`src/rtl/mem_req_arbiter_pkg.sv`:
```
// Shared types and widths for the instruction/data memory request arbiter.
// Optional build macro used by the arbiter: MEM_ARB_PERF_EN.
package mem_req_arbiter_pkg;

    localparam int MEM_ADDR_WD = 32;
    localparam int MEM_DATA_WD = 32;
    localparam int MEM_STRB_WD = 4;

    // Owner tag stored for every accepted request so the response can be routed back.
    typedef enum logic {
        ARB_ID_INST = 1'b0,
        ARB_ID_DATA = 1'b1
    } arb_id_e;

    // Increment that sticks at the given ceiling instead of wrapping.
    function automatic logic [3:0] sat_inc(input logic [3:0] value, input logic [3:0] ceiling);
        return (value >= ceiling) ? ceiling : value + 4'd1;
    endfunction

endpackage

```
`src/rtl/mem_req_arbiter_if.sv`:
```
// Sram-like request/response port. The requesting side uses the master modport,
// the responding side uses the slave modport.
interface mem_req_arbiter_if;
    import mem_req_arbiter_pkg::*;

    logic                   req;
    logic                   wr;
    logic [MEM_STRB_WD-1:0] wstrb;
    logic [MEM_ADDR_WD-1:0] addr;
    logic [MEM_DATA_WD-1:0] wdata;
    logic                   addr_ok;
    logic                   data_ok;
    logic [MEM_DATA_WD-1:0] rdata;

    modport master (
        output req, wr, wstrb, addr, wdata,
        input  addr_ok, data_ok, rdata
    );

    modport slave (
        input  req, wr, wstrb, addr, wdata,
        output addr_ok, data_ok, rdata
    );

endinterface

```
`src/rtl/mem_arb_id_fifo.sv`:
```
// In-order owner-tag FIFO: one entry per accepted, not yet answered request.
// DEPTH must be a power of two so the pointers wrap by plain overflow.
module mem_arb_id_fifo
    import mem_req_arbiter_pkg::*;
#(
    parameter int DEPTH = 4
) (
    input  logic                   clk,
    input  logic                   resetn,
    input  logic                   push,
    input  arb_id_e                push_id,
    input  logic                   pop,
    output arb_id_e                head,
    output logic                   full,
    output logic                   empty,
    output logic [$clog2(DEPTH):0] count
);

    localparam int PW = $clog2(DEPTH);
    localparam logic [PW:0] FULL_COUNT = (PW + 1)'(DEPTH);

    arb_id_e         slots [DEPTH];
    logic [PW-1:0]   wr_ptr;
    logic [PW-1:0]   rd_ptr;
    logic            do_push;
    logic            do_pop;

    assign full    = (count == FULL_COUNT);
    assign empty   = (count == '0);
    assign do_push = push & ~full;
    assign do_pop  = pop & ~empty;
    assign head    = slots[rd_ptr];

    // Tag storage needs no reset: an entry is only read after it was written.
    always_ff @(posedge clk) begin
        if (do_push) begin
            slots[wr_ptr] <= push_id;
        end
    end

    // Pointers and occupancy; push and pop together leave the count unchanged.
    always_ff @(posedge clk or negedge resetn) begin
        if (!resetn) begin
            wr_ptr <= '0;
            rd_ptr <= '0;
            count  <= '0;
        end else begin
            if (do_push) begin
                wr_ptr <= wr_ptr + 1'b1;
            end
            if (do_pop) begin
                rd_ptr <= rd_ptr + 1'b1;
            end
            case ({do_push, do_pop})
                2'b10:   count <= count + 1'b1;
                2'b01:   count <= count - 1'b1;
                default: count <= count;
            endcase
        end
    end

endmodule

```
`src/rtl/mem_req_arbiter.sv`:
```
// Shares one sram-like memory port between the instruction and data requesters.
// Data normally wins arbitration; the instruction side is forced through after
// losing STARVE_LIMIT accepted cycles in a row. Responses come back in issue order
// and are steered to their owner using the tag FIFO.
// Build macro MEM_ARB_PERF_EN adds free-running accept/conflict counters.
module mem_req_arbiter
    import mem_req_arbiter_pkg::*;
#(
    parameter int MAX_OUTSTANDING = 4,
    parameter int STARVE_LIMIT    = 3
) (
    input  logic               clk,
    input  logic               resetn,
    mem_req_arbiter_if.slave   inst_port,
    mem_req_arbiter_if.slave   data_port,
    mem_req_arbiter_if.master  mem_port
`ifdef MEM_ARB_PERF_EN
    ,
    output logic [31:0]        perf_inst_acc,
    output logic [31:0]        perf_data_acc,
    output logic [31:0]        perf_conflict
`endif
);

    localparam logic [3:0] STARVE_MAX = 4'(STARVE_LIMIT);

    logic                         inst_wins;
    logic                         data_wins;
    logic                         accept;
    logic                         inst_acc;
    logic                         data_acc;
    logic                         pop;
    logic                         fifo_full;
    logic                         fifo_empty;
    logic [$clog2(MAX_OUTSTANDING):0] fifo_count;
    arb_id_e                      head_id;
    arb_id_e                      push_id;
    logic [3:0]                   starve_cnt;

    // Pick the winner: data first, unless the instruction side has waited long enough.
    always_comb begin
        inst_wins = 1'b0;
        data_wins = 1'b0;
        if (inst_port.req && (!data_port.req || starve_cnt == STARVE_MAX)) begin
            inst_wins = 1'b1;
        end else if (data_port.req) begin
            data_wins = 1'b1;
        end
    end

    assign mem_port.req = resetn & (inst_port.req | data_port.req) & ~fifo_full;
    assign accept       = mem_port.req & mem_port.addr_ok;
    assign inst_acc     = accept & inst_wins;
    assign data_acc     = accept & data_wins;
    assign push_id      = inst_wins ? ARB_ID_INST : ARB_ID_DATA;
    assign pop          = mem_port.data_ok & ~fifo_empty;

    // Forward the winner's address phase; instruction fetches are always plain reads.
    always_comb begin
        mem_port.wr    = 1'b0;
        mem_port.wstrb = '0;
        mem_port.addr  = inst_port.addr;
        mem_port.wdata = inst_port.wdata;
        if (data_wins) begin
            mem_port.wr    = data_port.wr;
            mem_port.wstrb = data_port.wstrb;
            mem_port.addr  = data_port.addr;
            mem_port.wdata = data_port.wdata;
        end
    end

    // Handshake returns: address acceptance to the winner, responses to the tagged owner.
    always_comb begin
        inst_port.addr_ok = inst_acc;
        data_port.addr_ok = data_acc;
        inst_port.data_ok = pop & (head_id == ARB_ID_INST);
        data_port.data_ok = pop & (head_id == ARB_ID_DATA);
        inst_port.rdata   = '0;
        data_port.rdata   = '0;
        if (pop && head_id == ARB_ID_INST) begin
            inst_port.rdata = mem_port.rdata;
        end
        if (pop && head_id == ARB_ID_DATA) begin
            data_port.rdata = mem_port.rdata;
        end
    end

    // Count how many accepted data cycles the waiting instruction request has lost.
    always_ff @(posedge clk or negedge resetn) begin
        if (!resetn) begin
            starve_cnt <= '0;
        end else if (!inst_port.req || inst_acc) begin
            starve_cnt <= '0;
        end else if (data_acc) begin
            starve_cnt <= sat_inc(starve_cnt, STARVE_MAX);
        end
    end

    mem_arb_id_fifo #(
        .DEPTH   (MAX_OUTSTANDING)
    ) u_id_fifo (
        .clk     (clk),
        .resetn  (resetn),
        .push    (accept),
        .push_id (push_id),
        .pop     (pop),
        .head    (head_id),
        .full    (fifo_full),
        .empty   (fifo_empty),
        .count   (fifo_count)
    );

    // A response with nothing outstanding is a downstream protocol error; it is dropped.
    always @(posedge clk) begin
        assert (!resetn || !(mem_port.data_ok && fifo_count == '0))
            else $warning("mem_data_ok with no outstanding request, response dropped");
    end

`ifdef MEM_ARB_PERF_EN
    // Wrapping event counters for accepted requests and contention cycles.
    always_ff @(posedge clk or negedge resetn) begin
        if (!resetn) begin
            perf_inst_acc <= '0;
            perf_data_acc <= '0;
            perf_conflict <= '0;
        end else begin
            if (inst_acc) begin
                perf_inst_acc <= perf_inst_acc + 32'd1;
            end
            if (data_acc) begin
                perf_data_acc <= perf_data_acc + 32'd1;
            end
            if (inst_port.req && data_port.req) begin
                perf_conflict <= perf_conflict + 32'd1;
            end
        end
    end
`endif

endmodule

```
`src/flat_wrapper.sv`:
```
// flat-port wrapper written by rule: the top's interface ports become plain ports
module mem_req_arbiter_flat import mem_req_arbiter_pkg::*;
#(
    parameter int MAX_OUTSTANDING = 4,
    parameter int STARVE_LIMIT    = 3
)
  (clk, resetn, inst_port_req, inst_port_wr, inst_port_wstrb, inst_port_addr, inst_port_wdata, inst_port_addr_ok, inst_port_data_ok, inst_port_rdata, data_port_req, data_port_wr, data_port_wstrb, data_port_addr, data_port_wdata, data_port_addr_ok, data_port_data_ok, data_port_rdata, mem_port_req, mem_port_wr, mem_port_wstrb, mem_port_addr, mem_port_wdata, mem_port_addr_ok, mem_port_data_ok, mem_port_rdata);
  mem_req_arbiter_if inst_port_i ();
  mem_req_arbiter_if data_port_i ();
  mem_req_arbiter_if mem_port_i ();
  input  logic clk;
  input  logic resetn;
  input wire logic [$bits(inst_port_i.req)-1:0] inst_port_req;
  input wire logic [$bits(inst_port_i.wr)-1:0] inst_port_wr;
  input wire logic [$bits(inst_port_i.wstrb)-1:0] inst_port_wstrb;
  input wire logic [$bits(inst_port_i.addr)-1:0] inst_port_addr;
  input wire logic [$bits(inst_port_i.wdata)-1:0] inst_port_wdata;
  output wire logic [$bits(inst_port_i.addr_ok)-1:0] inst_port_addr_ok;
  output wire logic [$bits(inst_port_i.data_ok)-1:0] inst_port_data_ok;
  output wire logic [$bits(inst_port_i.rdata)-1:0] inst_port_rdata;
  input wire logic [$bits(data_port_i.req)-1:0] data_port_req;
  input wire logic [$bits(data_port_i.wr)-1:0] data_port_wr;
  input wire logic [$bits(data_port_i.wstrb)-1:0] data_port_wstrb;
  input wire logic [$bits(data_port_i.addr)-1:0] data_port_addr;
  input wire logic [$bits(data_port_i.wdata)-1:0] data_port_wdata;
  output wire logic [$bits(data_port_i.addr_ok)-1:0] data_port_addr_ok;
  output wire logic [$bits(data_port_i.data_ok)-1:0] data_port_data_ok;
  output wire logic [$bits(data_port_i.rdata)-1:0] data_port_rdata;
  output wire logic [$bits(mem_port_i.req)-1:0] mem_port_req;
  output wire logic [$bits(mem_port_i.wr)-1:0] mem_port_wr;
  output wire logic [$bits(mem_port_i.wstrb)-1:0] mem_port_wstrb;
  output wire logic [$bits(mem_port_i.addr)-1:0] mem_port_addr;
  output wire logic [$bits(mem_port_i.wdata)-1:0] mem_port_wdata;
  input wire logic [$bits(mem_port_i.addr_ok)-1:0] mem_port_addr_ok;
  input wire logic [$bits(mem_port_i.data_ok)-1:0] mem_port_data_ok;
  input wire logic [$bits(mem_port_i.rdata)-1:0] mem_port_rdata;
  assign inst_port_i.req = inst_port_req;
  assign inst_port_i.wr = inst_port_wr;
  assign inst_port_i.wstrb = inst_port_wstrb;
  assign inst_port_i.addr = inst_port_addr;
  assign inst_port_i.wdata = inst_port_wdata;
  assign inst_port_addr_ok = inst_port_i.addr_ok;
  assign inst_port_data_ok = inst_port_i.data_ok;
  assign inst_port_rdata = inst_port_i.rdata;
  assign data_port_i.req = data_port_req;
  assign data_port_i.wr = data_port_wr;
  assign data_port_i.wstrb = data_port_wstrb;
  assign data_port_i.addr = data_port_addr;
  assign data_port_i.wdata = data_port_wdata;
  assign data_port_addr_ok = data_port_i.addr_ok;
  assign data_port_data_ok = data_port_i.data_ok;
  assign data_port_rdata = data_port_i.rdata;
  assign mem_port_req = mem_port_i.req;
  assign mem_port_wr = mem_port_i.wr;
  assign mem_port_wstrb = mem_port_i.wstrb;
  assign mem_port_addr = mem_port_i.addr;
  assign mem_port_wdata = mem_port_i.wdata;
  assign mem_port_i.addr_ok = mem_port_addr_ok;
  assign mem_port_i.data_ok = mem_port_data_ok;
  assign mem_port_i.rdata = mem_port_rdata;
  mem_req_arbiter #(.MAX_OUTSTANDING(MAX_OUTSTANDING), .STARVE_LIMIT(STARVE_LIMIT)) u_core (.clk(clk), .resetn(resetn), .inst_port(inst_port_i), .data_port(data_port_i), .mem_port(mem_port_i));
endmodule
```
`config.mk`:
```
export PLATFORM = sky130hd
export DESIGN_NAME = mem_req_arbiter_flat
export DESIGN_NICKNAME = d
export VERILOG_FILES = /design/src/rtl/mem_req_arbiter_pkg.sv /design/src/rtl/mem_req_arbiter_if.sv /design/src/rtl/mem_arb_id_fifo.sv /design/src/rtl/mem_req_arbiter.sv /design/src/flat_wrapper.sv
export SDC_FILE = /design/constraint.sdc
export NUM_CORES = 1
export LEC_CHECK = 0
export ABC_AREA = 1
export ABC_CLOCK_PERIOD_IN_PS = 1800
export BUFFER_PORTS_ARGS = -buffer_cell sky130_fd_sc_hd__buf_2
export CORE_AREA = 2 2 123 125
export CTS_CLUSTER_SIZE = 24
export DETAILED_ROUTE_END_ITERATION = 10
export DIE_AREA = 0 0 125 127
export PLACE_DENSITY = 0.44
export SETUP_SLACK_MARGIN = 0.4
export SYNTH_ARGS = -nofsm -noshare
export SYNTH_HDL_FRONTEND = slang
export SYNTH_SLANG_ARGS = --single-unit
```
`constraint.sdc`:
```
create_clock -name clk -period 1.8 [get_ports clk]
set_input_delay 0.09 -clock clk [delete_from_list [all_inputs] [get_ports clk]]
set_output_delay 0.09 -clock clk [all_outputs]
set_load 0.05 [all_outputs]
```
==> impl_metrics.prom, run 1 <==
# TYPE chip_impl_metric gauge
chip_impl_metric{name="worst_ep_required_time",unit="ns"} 1.71
chip_impl_metric{name="number_of_sinks_on_the_clock_net",unit=""} 15
chip_impl_metric{name="gpl.final_weighted_congestion",unit=""} 0.8189
chip_impl_metric{name="numPlacedInstances",unit=""} 907
chip_impl_metric{name="count_of_state_elements_after_synthesis",unit=""} 15
chip_impl_metric{name="tritoncts.num_buffers",unit=""} 3
chip_impl_metric{name="drive_gt1_share",unit="%"} 80.26
chip_impl_metric{name="syn-cell-area",unit="sq um"} 2196
chip_impl_metric{name="nFillCells",unit=""} 1315
chip_impl_metric{name="worst-slew-pin-transition",unit="ns"} 0.2166
chip_impl_info{name="endpoint_of_the_worst_hold_path",value="u_core.starve_cnt[1]"} 1
chip_impl_metric{name="layout_overhead_on_the_synthesized_area",unit="%"} 247.5
chip_impl_metric{name="multiInputGateArea",unit="sq um"} 3077
chip_impl_metric{name="holdWs",unit="ns"} 0.1794
chip_impl_metric{name="detail_route.drc_violations",unit=""} 0
chip_impl_info{name="setup.worst_path.start_class",value="register"} 1
chip_impl_metric{name="r2r_slack",unit="ns"} 0.10
chip_impl_metric{name="placement.cell_area",unit="sq um"} 5405
chip_impl_metric{name="post_synthesis_net_count",unit=""} 606
chip_impl_metric{name="hpwlAfterDp",unit="um"} 9382
chip_impl_metric{name="rows",unit=""} 44
chip_impl_metric{name="yosys.area_share.xor_xnor",unit="%"} 1.595
chip_impl_metric{name="report.final.hold_viol_count",unit=""} 0
chip_impl_info{name="failed_checks",value="negative setup slack"} 1
chip_impl_metric{name="routedWlPerCell",unit="um"} 14.07
chip_impl_metric{name="power.leakage",unit="nW"} 3.786
chip_impl_metric{name="synth-adder-area-share",unit="%"} 4.330
chip_impl_metric{name="maximum_number_of_pins_on_one_net_before_global_route_repair",unit=""} 22
chip_impl_info{name="run_status",value="finished with violations"} 1
chip_impl_metric{name="timing.final.setup_violations",unit=""} 63
chip_impl_metric{name="design.final.nets",unit=""} 954
chip_impl_info{name="rr_startpoint",value="u_core.u_id_fifo.count[1]"} 1
chip_impl_metric{name="floorplan.die.width",unit="um"} 125
chip_impl_metric{name="synth_compound_area_share",unit="%"} 2.792
chip_impl_metric{name="syn_avg_cell_area",unit="sq um"} 5.191
chip_impl_metric{name="netlist_instances",unit=""} 423
chip_impl_metric{name="clk_pin_slew",unit="ns"} 0.05
chip_impl_info{name="crit_type",value="reg -> out"} 1
chip_impl_metric{name="final.min_clock_period",unit="ns"} 1.895
chip_impl_info{name="main_combinational_cell_family_by_area_after_synthesis",value="simple AND/OR/NAND/NOR gates"} 1
chip_impl_metric{name="start_util",unit="%"} 15.22
chip_impl_info{name="hold_path.class",value="in -> reg"} 1
chip_impl_metric{name="worst_ir_drop_vdd",unit="V"} 0.001049
chip_impl_metric{name="drt-vias-per-instance",unit=""} 4.172
chip_impl_metric{name="critical_path_arrival",unit="ns"} 1.81
chip_impl_info{name="cp-end-kind",value="output pin"} 1
chip_impl_metric{name="clk-insertion-delay-late",unit="ns"} 0.24
chip_impl_metric{name="sequential_cell_area",unit="sq um"} 397.9
chip_impl_metric{name="reg2regPathDepth",unit=""} 9
chip_impl_metric{name="cts_max_path_buffers",unit=""} 2
chip_impl_info{name="worst_r2r_endpoint",value="u_core.u_id_fifo.count[2]"} 1
chip_impl_metric{name="buffer_ports.inserted",unit=""} 308
chip_impl_metric{name="boundaryPins",unit=""} 314
chip_impl_metric{name="postLayoutSetupSlackWorst",unit="ns"} -0.09521
chip_impl_metric{name="cp_max_fo",unit=""} 8
chip_impl_metric{name="die_height",unit="um"} 127
chip_impl_metric{name="vias",unit=""} 3980
chip_impl_info{name="hold_start",value="inst_port_req"} 1
chip_impl_metric{name="yosys_warnings",unit=""} 0
chip_impl_metric{name="hold_path_depth",unit=""} 3
chip_impl_metric{name="report.final.slew_viol_count",unit=""} 0
chip_impl_metric{name="power-per-cell-area",unit="nW/um^2"} 1088
chip_impl_metric{name="synth_mux_area_share",unit="%"} 0
chip_impl_metric{name="placeableCoreArea",unit="sq um"} 14420
chip_impl_metric{name="vias_in_the_first_global_route",unit=""} 4299
chip_impl_metric{name="finalInstanceArea",unit="sq um"} 7630
chip_impl_metric{name="synth_seq_area_share",unit="%"} 18.01
chip_impl_metric{name="final_cells",unit=""} 954
chip_impl_metric{name="postRouteAntennaNets",unit=""} 0
chip_impl_info{name="grt_setup_unrepaired",value="true"} 1
chip_impl_metric{name="gr-usage-all-layers",unit="%"} 15.95
chip_impl_metric{name="grt_antenna_before_repair",unit=""} 0
chip_impl_metric{name="grt_first_pass_wirelength",unit="um"} 21100
chip_impl_metric{name="synth-simple-area-share",unit="%"} 56.58
chip_impl_info{name="clockRootBuffer",value="clkbuf_16"} 1
chip_impl_metric{name="final_min_period_over_clock_period",unit="%"} 105.3
chip_impl_metric{name="synth_cell_type_count",unit=""} 25
chip_impl_metric{name="detailedRoute.firstIterationViolations",unit=""} 51
chip_impl_metric{name="cts_htree_levels",unit=""} 1
chip_impl_info{name="tritoncts",value="yes"} 1
chip_impl_metric{name="fin_skew",unit="ns"} 0.002710
chip_impl_metric{name="cap_viol_max_count",unit=""} 0
chip_impl_metric{name="design.die.area",unit="sq um"} 15880
chip_impl_metric{name="slew_headroom",unit="%"} 85.54
chip_impl_metric{name="drt_pass1_iterations",unit=""} 4
chip_impl_metric{name="finish.utilization",unit="%"} 52.90
chip_impl_metric{name="postRouteWirelength",unit="um"} 13420
chip_impl_metric{name="global_route.overflow_total",unit=""} 0
chip_impl_metric{name="totalNegativeSetupSlack",unit="ns"} -3.174
chip_impl_metric{name="max_freq",unit="MHz"} 527.6
chip_impl_metric{name="num_antenna_cells",unit=""} 0
[routing by layer]
layer,up-vias,routed length [um],track usage (%)
met5,-,0,0
met4,0,59,1.438
met3,6,890,2.889
met2,156,7605,31.84
met1,1855,4869,18.23
li1,1963,-,-
[logic make-up (layout without fill, tap and decap cells)]
family	count (synthesis)	count (layout)
fa+ha+maj	7	7
compound gates	9	9
xor+xnor	4	4
simple gates	304	304
buf+inv	84	431
flops	15	15
[timing repair]
| item | CTS | global route |
|---|---|---|
| endpoints found under the hold margin | 11 | 0 |
| gates resized for setup | 380 | 72 |
| gates cloned | 12 | 1 |
| pin swaps | 16 | 21 |
| endpoints found under the setup margin | 143 | 146 |
| setup buffers | 27 | 2 |
| hold buffers | 1 | 0 |
[cells in the mapped netlist]
master      n  area, sq um
a21oi_1     3        15.01
a31oi_4     1        21.27
buf_1       2        7.510
buf_2      11        55.05
buf_4       8        60.06
buf_6       1        11.26
clkbuf_1    1        3.750
dfrtp_1    11        275.3
edfxtp_1    4        120.1
fa_1        1        20.02
ha_1        6        75.07
inv_1      58        217.7
inv_2       3        11.26
nand2_1   208        780.8
nand2_2     4        25.02
nand2_4     1        11.26
nand3_1     2        10.01
nand3_4     1        17.52
nor2_1     51        191.4
nor2_2      2        12.51
nor2_4      3        33.78
nor3_1     32        160.2
o21ai_0     5        25.02
xnor2_1     1        8.760
xor2_1      3        26.28
[through the flow]
stage               total power [mW]  setup WS, ns
CTS                            7.974      -0.06653
finish                         8.302      -0.09521
global placement               5.287      -0.01012
global route                   8.689       -0.1533
floorplan                      4.401       0.07426
detailed placement             5.324      -0.03995
[cell type report]
class	count	share of cell area (%)
clock buffers	4	1.033
well taps	184	3.017
multi-input cells	324	40.32
flip-flops and latches	15	5.215
inverters	61	3.313
repair buffers	366	47.10
[sequential cells by signal, summed over array words and instances (netlist names)]
name and flops:
u_core.starve_cnt 4, u_core.u_id_fifo.count 3, u_core.u_id_fifo.rd_ptr 2, u_core.u_id_fifo.slots 4
u_core.u_id_fifo.wr_ptr 2
[cells in the final DEF (no fill, tap or decap), types with 2 or more instances in the layout]
cell type	Yosys	routed
nand3_4	1	2
buf_16	0	16
buf_8	0	61
nand2_4	1	68
inv_1	58	54
clkbuf_16	0	4
nand2_1	208	59
nand2_2	4	70
nor3_4	0	32
nor2_1	51	10
dfrtp_1	11	9
buf_4	8	27
buf_12	0	13
nor2_4	3	43
ha_4	0	2
nor2_2	2	3
dfrtp_2	0	2
buf_2	11	170
ha_1	6	4
edfxtp_1	4	4
a21oi_2	0	2
nand2_8	0	16
inv_2	3	3
xor2_1	3	3
o21ai_0	5	3
buf_6	1	76
[critical path, cell delays in order, from the launching register on]
cell and delay [ns]:
dfrtp_1 0.40, ha_4 0.18, a31oi_4 0.19, buf_12 0.15, buf_12 0.11, buf_12 0.11
buf_16 0.14, nand2_2 0.07, nand2_4 0.07, buf_8 0.14
[power by group]
| group | total [mW] | leakage [nW] | switching [mW] | internal, mW |
|---|---|---|---|---|
| logic | 7.33 | 3.58 | 4.14 | 3.19 |
| clock network | 0.427 | 0.0382 | 0.128 | 0.300 |
| registers | 0.545 | 0.171 | 0.0947 | 0.450 |
| total | 8.30 | 3.79 | 4.36 | 3.94 |
[worst max path at each step]
stage,depth (start not counted),endpoint,startpoint,slack (ns)
finish,9,mem_port_wdata[29],u_core.starve_cnt[1],-0.1
global route,9,mem_port_wdata[31],u_core.starve_cnt[1],-0.15
CTS,9,mem_port_wdata[28],u_core.starve_cnt[0],-0.07
detailed placement,8,mem_port_wdata[10],u_core.starve_cnt[0],-0.04
global placement,8,mem_port_addr[10],u_core.starve_cnt[0],-0.01
floorplan,9,u_core.u_id_fifo.count[2],u_core.u_id_fifo.count[0],0.07
No activity file was read; power rests on OpenSTA's default activity.
==> run 2: changes to the inputs <==
--- a/config.mk
+++ b/config.mk
@@ -7,12 +7,12 @@
 export LEC_CHECK = 0
 export ABC_AREA = 1
 export ABC_CLOCK_PERIOD_IN_PS = 1800
-export BUFFER_PORTS_ARGS = -buffer_cell sky130_fd_sc_hd__buf_2
-export CORE_AREA = 2 2 123 125
+export CORE_AREA = 2 2 122 124
 export CTS_CLUSTER_SIZE = 24
 export DETAILED_ROUTE_END_ITERATION = 10
-export DIE_AREA = 0 0 125 127
-export PLACE_DENSITY = 0.44
+export DIE_AREA = 0 0 124 126
+export DONT_BUFFER_PORTS = 1
+export PLACE_DENSITY = 0.3
 export SETUP_SLACK_MARGIN = 0.4
 export SYNTH_ARGS = -nofsm -noshare
 export SYNTH_HDL_FRONTEND = slang
==> run 2 against run 1 <==
Against the previous run:
- the run still ends with negative setup slack left
- combinational power up 2%
- sequential cell count unchanged
- setup slack better by 0.081 ns
- non-clock buffer count down 219
- clock skew down 0.0019 ns
- final cell count down 23%
==> impl_metrics.prom, run 2 (synthesis results as in run 1) <==
# TYPE chip_impl_metric gauge
chip_impl_metric{name="postRouteAntennaNets",unit=""} 0
chip_impl_metric{name="drive_gt1_share",unit="%"} 77.17
chip_impl_metric{name="placeableCoreArea",unit="sq um"} 14310
chip_impl_info{name="dr.max_layer_used",value="met4"} 1
chip_impl_metric{name="routedWlPerCell",unit="um"} 18.13
chip_impl_metric{name="postLayoutSetupSlackWorst",unit="ns"} -0.01454
chip_impl_metric{name="vias_in_the_first_global_route",unit=""} 3288
chip_impl_info{name="run_status",value="finished with violations"} 1
chip_impl_info{name="crit_type",value="reg -> out"} 1
chip_impl_metric{name="vias",unit=""} 3204
chip_impl_metric{name="boundaryPins",unit=""} 314
chip_impl_metric{name="gr-usage-all-layers",unit="%"} 15.03
chip_impl_info{name="setup.worst_path.start_class",value="register"} 1
chip_impl_metric{name="max_freq",unit="MHz"} 551.1
chip_impl_metric{name="critical_path_arrival",unit="ns"} 1.72
chip_impl_metric{name="comb_power_share",unit="%"} 88.5
chip_impl_metric{name="final.min_clock_period",unit="ns"} 1.815
chip_impl_metric{name="die_height",unit="um"} 126
chip_impl_metric{name="detail_route.drc_violations",unit=""} 0
chip_impl_metric{name="totalNegativeSetupSlack",unit="ns"} -0.03046
chip_impl_metric{name="timing.final.setup_violations",unit=""} 3
chip_impl_metric{name="met1_routed_wirelength_after_detailed_routing",unit="um"} 4296
chip_impl_metric{name="rows",unit=""} 44
chip_impl_metric{name="start_util",unit="%"} 15.34
chip_impl_metric{name="dr_wl_met2",unit="um"} 7793
chip_impl_metric{name="design.final.nets",unit=""} 736
chip_impl_metric{name="power.leakage",unit="nW"} 3.057
chip_impl_metric{name="cts_htree_levels",unit=""} 1
chip_impl_metric{name="buffer_ports.inserted",unit=""} 0
chip_impl_info{name="grt_setup_unrepaired",value="true"} 1
chip_impl_metric{name="clk-insertion-delay-late",unit="ns"} 0.24
chip_impl_metric{name="nFillCells",unit=""} 1272
chip_impl_metric{name="r2r_slack",unit="ns"} 0.05
chip_impl_metric{name="hpwlAfterDp",unit="um"} 9040
chip_impl_metric{name="cp_max_fo",unit=""} 13
chip_impl_metric{name="worst_ep_required_time",unit="ns"} 1.71
chip_impl_metric{name="report.final.slew_viol_count",unit=""} 0
chip_impl_metric{name="sw_frac_of_total",unit="%"} 53.06
chip_impl_info{name="tritoncts",value="yes"} 1
chip_impl_metric{name="numPlacedInstances",unit=""} 672
chip_impl_info{name="hold_path.class",value="in -> reg"} 1
chip_impl_info{name="mostFrequentLayoutCells",value="nand2_4 (75), nand2_8 (60), buf_12 (55)"} 1
chip_impl_metric{name="drt_pass1_iterations",unit=""} 3
chip_impl_metric{name="proportion_of_power_drawn_by_flip_flops_and_latches",unit="%"} 6.3
chip_impl_metric{name="worst-slew-pin-transition",unit="ns"} 0.5470
chip_impl_metric{name="internal-power",unit="mW"} 3.968
chip_impl_metric{name="cts_max_path_buffers",unit=""} 2
chip_impl_metric{name="power-per-cell-area",unit="nW/um^2"} 1180
chip_impl_metric{name="global_route.overflow_total",unit=""} 0
chip_impl_metric{name="sequential_cell_area",unit="sq um"} 397.9
chip_impl_metric{name="slew_headroom",unit="%"} 63.41
chip_impl_metric{name="report.final.hold_viol_count",unit=""} 0
chip_impl_metric{name="clk_pin_slew",unit="ns"} 0.05
chip_impl_metric{name="num_antenna_cells",unit=""} 0
chip_impl_metric{name="layout_overhead_on_the_synthesized_area",unit="%"} 226.2
chip_impl_metric{name="floorplan.die.width",unit="um"} 124
chip_impl_metric{name="netSwitchingPower",unit="mW"} 4.485
chip_impl_metric{name="postRouteWirelength",unit="um"} 13340
chip_impl_metric{name="worst_ir_drop_vdd",unit="V"} 0.0008346
chip_impl_metric{name="tritoncts.num_buffers",unit=""} 3
chip_impl_metric{name="grt_antenna_before_repair",unit=""} 0
chip_impl_metric{name="number_of_sinks_on_the_clock_net",unit=""} 15
chip_impl_metric{name="design.die.area",unit="sq um"} 15620
chip_impl_info{name="layout.cells.most_common",value="nand2_4"} 1
chip_impl_info{name="cp-end-kind",value="output pin"} 1
chip_impl_metric{name="gpl.final_weighted_congestion",unit=""} 0.7107
chip_impl_metric{name="final_cells",unit=""} 736
chip_impl_info{name="leading_registers_by_flop_count",value="u_core.starve_cnt (4), u_core.u_id_fifo.slots (4), u_core.u_id_fifo.count (3)"} 1
chip_impl_metric{name="final_min_period_over_clock_period",unit="%"} 100.8
chip_impl_metric{name="drt-vias-per-instance",unit=""} 4.353
chip_impl_metric{name="multiInputGateArea",unit="sq um"} 3779
chip_impl_metric{name="grt_first_pass_wirelength",unit="um"} 18060
chip_impl_metric{name="maximum_number_of_pins_on_one_net_before_global_route_repair",unit=""} 40
chip_impl_metric{name="detailedRoute.firstIterationViolations",unit=""} 71
chip_impl_metric{name="cap_viol_max_count",unit=""} 0
chip_impl_info{name="failed_checks",value="negative setup slack"} 1
chip_impl_metric{name="dr_wl_met3",unit="um"} 1021
chip_impl_metric{name="fin_skew",unit="ns"} 0.0008326
chip_impl_metric{name="clockPowerShare",unit="%"} 5.2
chip_impl_info{name="clockRootBuffer",value="clkbuf_16"} 1
-- run 2: layout make-up --
type	instances	share of cell area, %
inverters	61	3.721
well taps	184	3.215
repair buffers	147	33.63
multi-input cells	325	52.76
clock buffers	3	1.048
flip-flops and latches	15	5.556
clock inverters	1	0.06988
-- run 2: stage by stage --
stage	power, mW	cell area (sq um)	hold WS (ns)	worst slack (ns)	utilization [%]
6_report	8.452	7162	0.05120	-0.01454	50.04
2_1_floorplan	4.401	3680	-0.2056	0.07426	-
3_5_place_dp	5.952	4962	-0.2051	0.03370	34.67
4_1_cts	8.173	6280	0.03675	-0.03261	43.87
3_3_place_gp	5.946	4962	-0.2051	0.02800	34.67
5_1_grt	8.847	7162	0.07756	-0.08290	50.04
-- run 2: layer usage --
| layer | GRT usage (%) | vias up |
|---|---|---|
| met1 | 15.16 | 1525 |
| met3 | 3.080 | 12 |
| met4 | 1.718 | 0 |
| met5 | 0 | - |
| li1 | - | 1524 |
| met2 | 31.38 | 143 |
-- run 2: repair_timing --
item | 4_1_cts | 5_1_grt
resized for setup | 148 | 137
buffers inserted | 28 | 8
hold buffers | 2 | 0
endpoints found under the hold margin | 12 | 0
pin swaps | 62 | 63
gates cloned | 12 | 10
endpoints found under the setup margin | 145 | 147
-- run 2: final timing paths --
kind,from,cells after the start,end
max,u_core.starve_cnt[0],7,mem_port_wstrb[3]
min in group asynchronous,resetn,1,u_core.u_id_fifo.count[0]
max in group asynchronous,resetn,1,u_core.u_id_fifo.rd_ptr[0]
min reg2reg,u_core.starve_cnt[3],2,u_core.starve_cnt[3]
max reg2reg,u_core.u_id_fifo.count[1],9,u_core.u_id_fifo.count[2]
min,inst_port_req,4,u_core.starve_cnt[0]
-- run 2: worst max-delay path, stage by stage, from the launching register on --
cell and delay [ns]:
dfrtp_1 0.41, ha_4 0.19, a31oi_4 0.17, buf_12 0.18, inv_12 0.08, buf_8 0.15, nor2_4 0.12, buf_12 0.15
-- run 2: power by group through the flow --
stage	clock network, mW	logic [mW]	registers (mW)
after floorplan	0	3.89	0.513
after global placement	0	5.42	0.527
after detailed placement	0	5.42	0.528
after CTS	0.453	7.20	0.517
after global routing	0.471	7.83	0.546
final	0.441	7.48	0.534
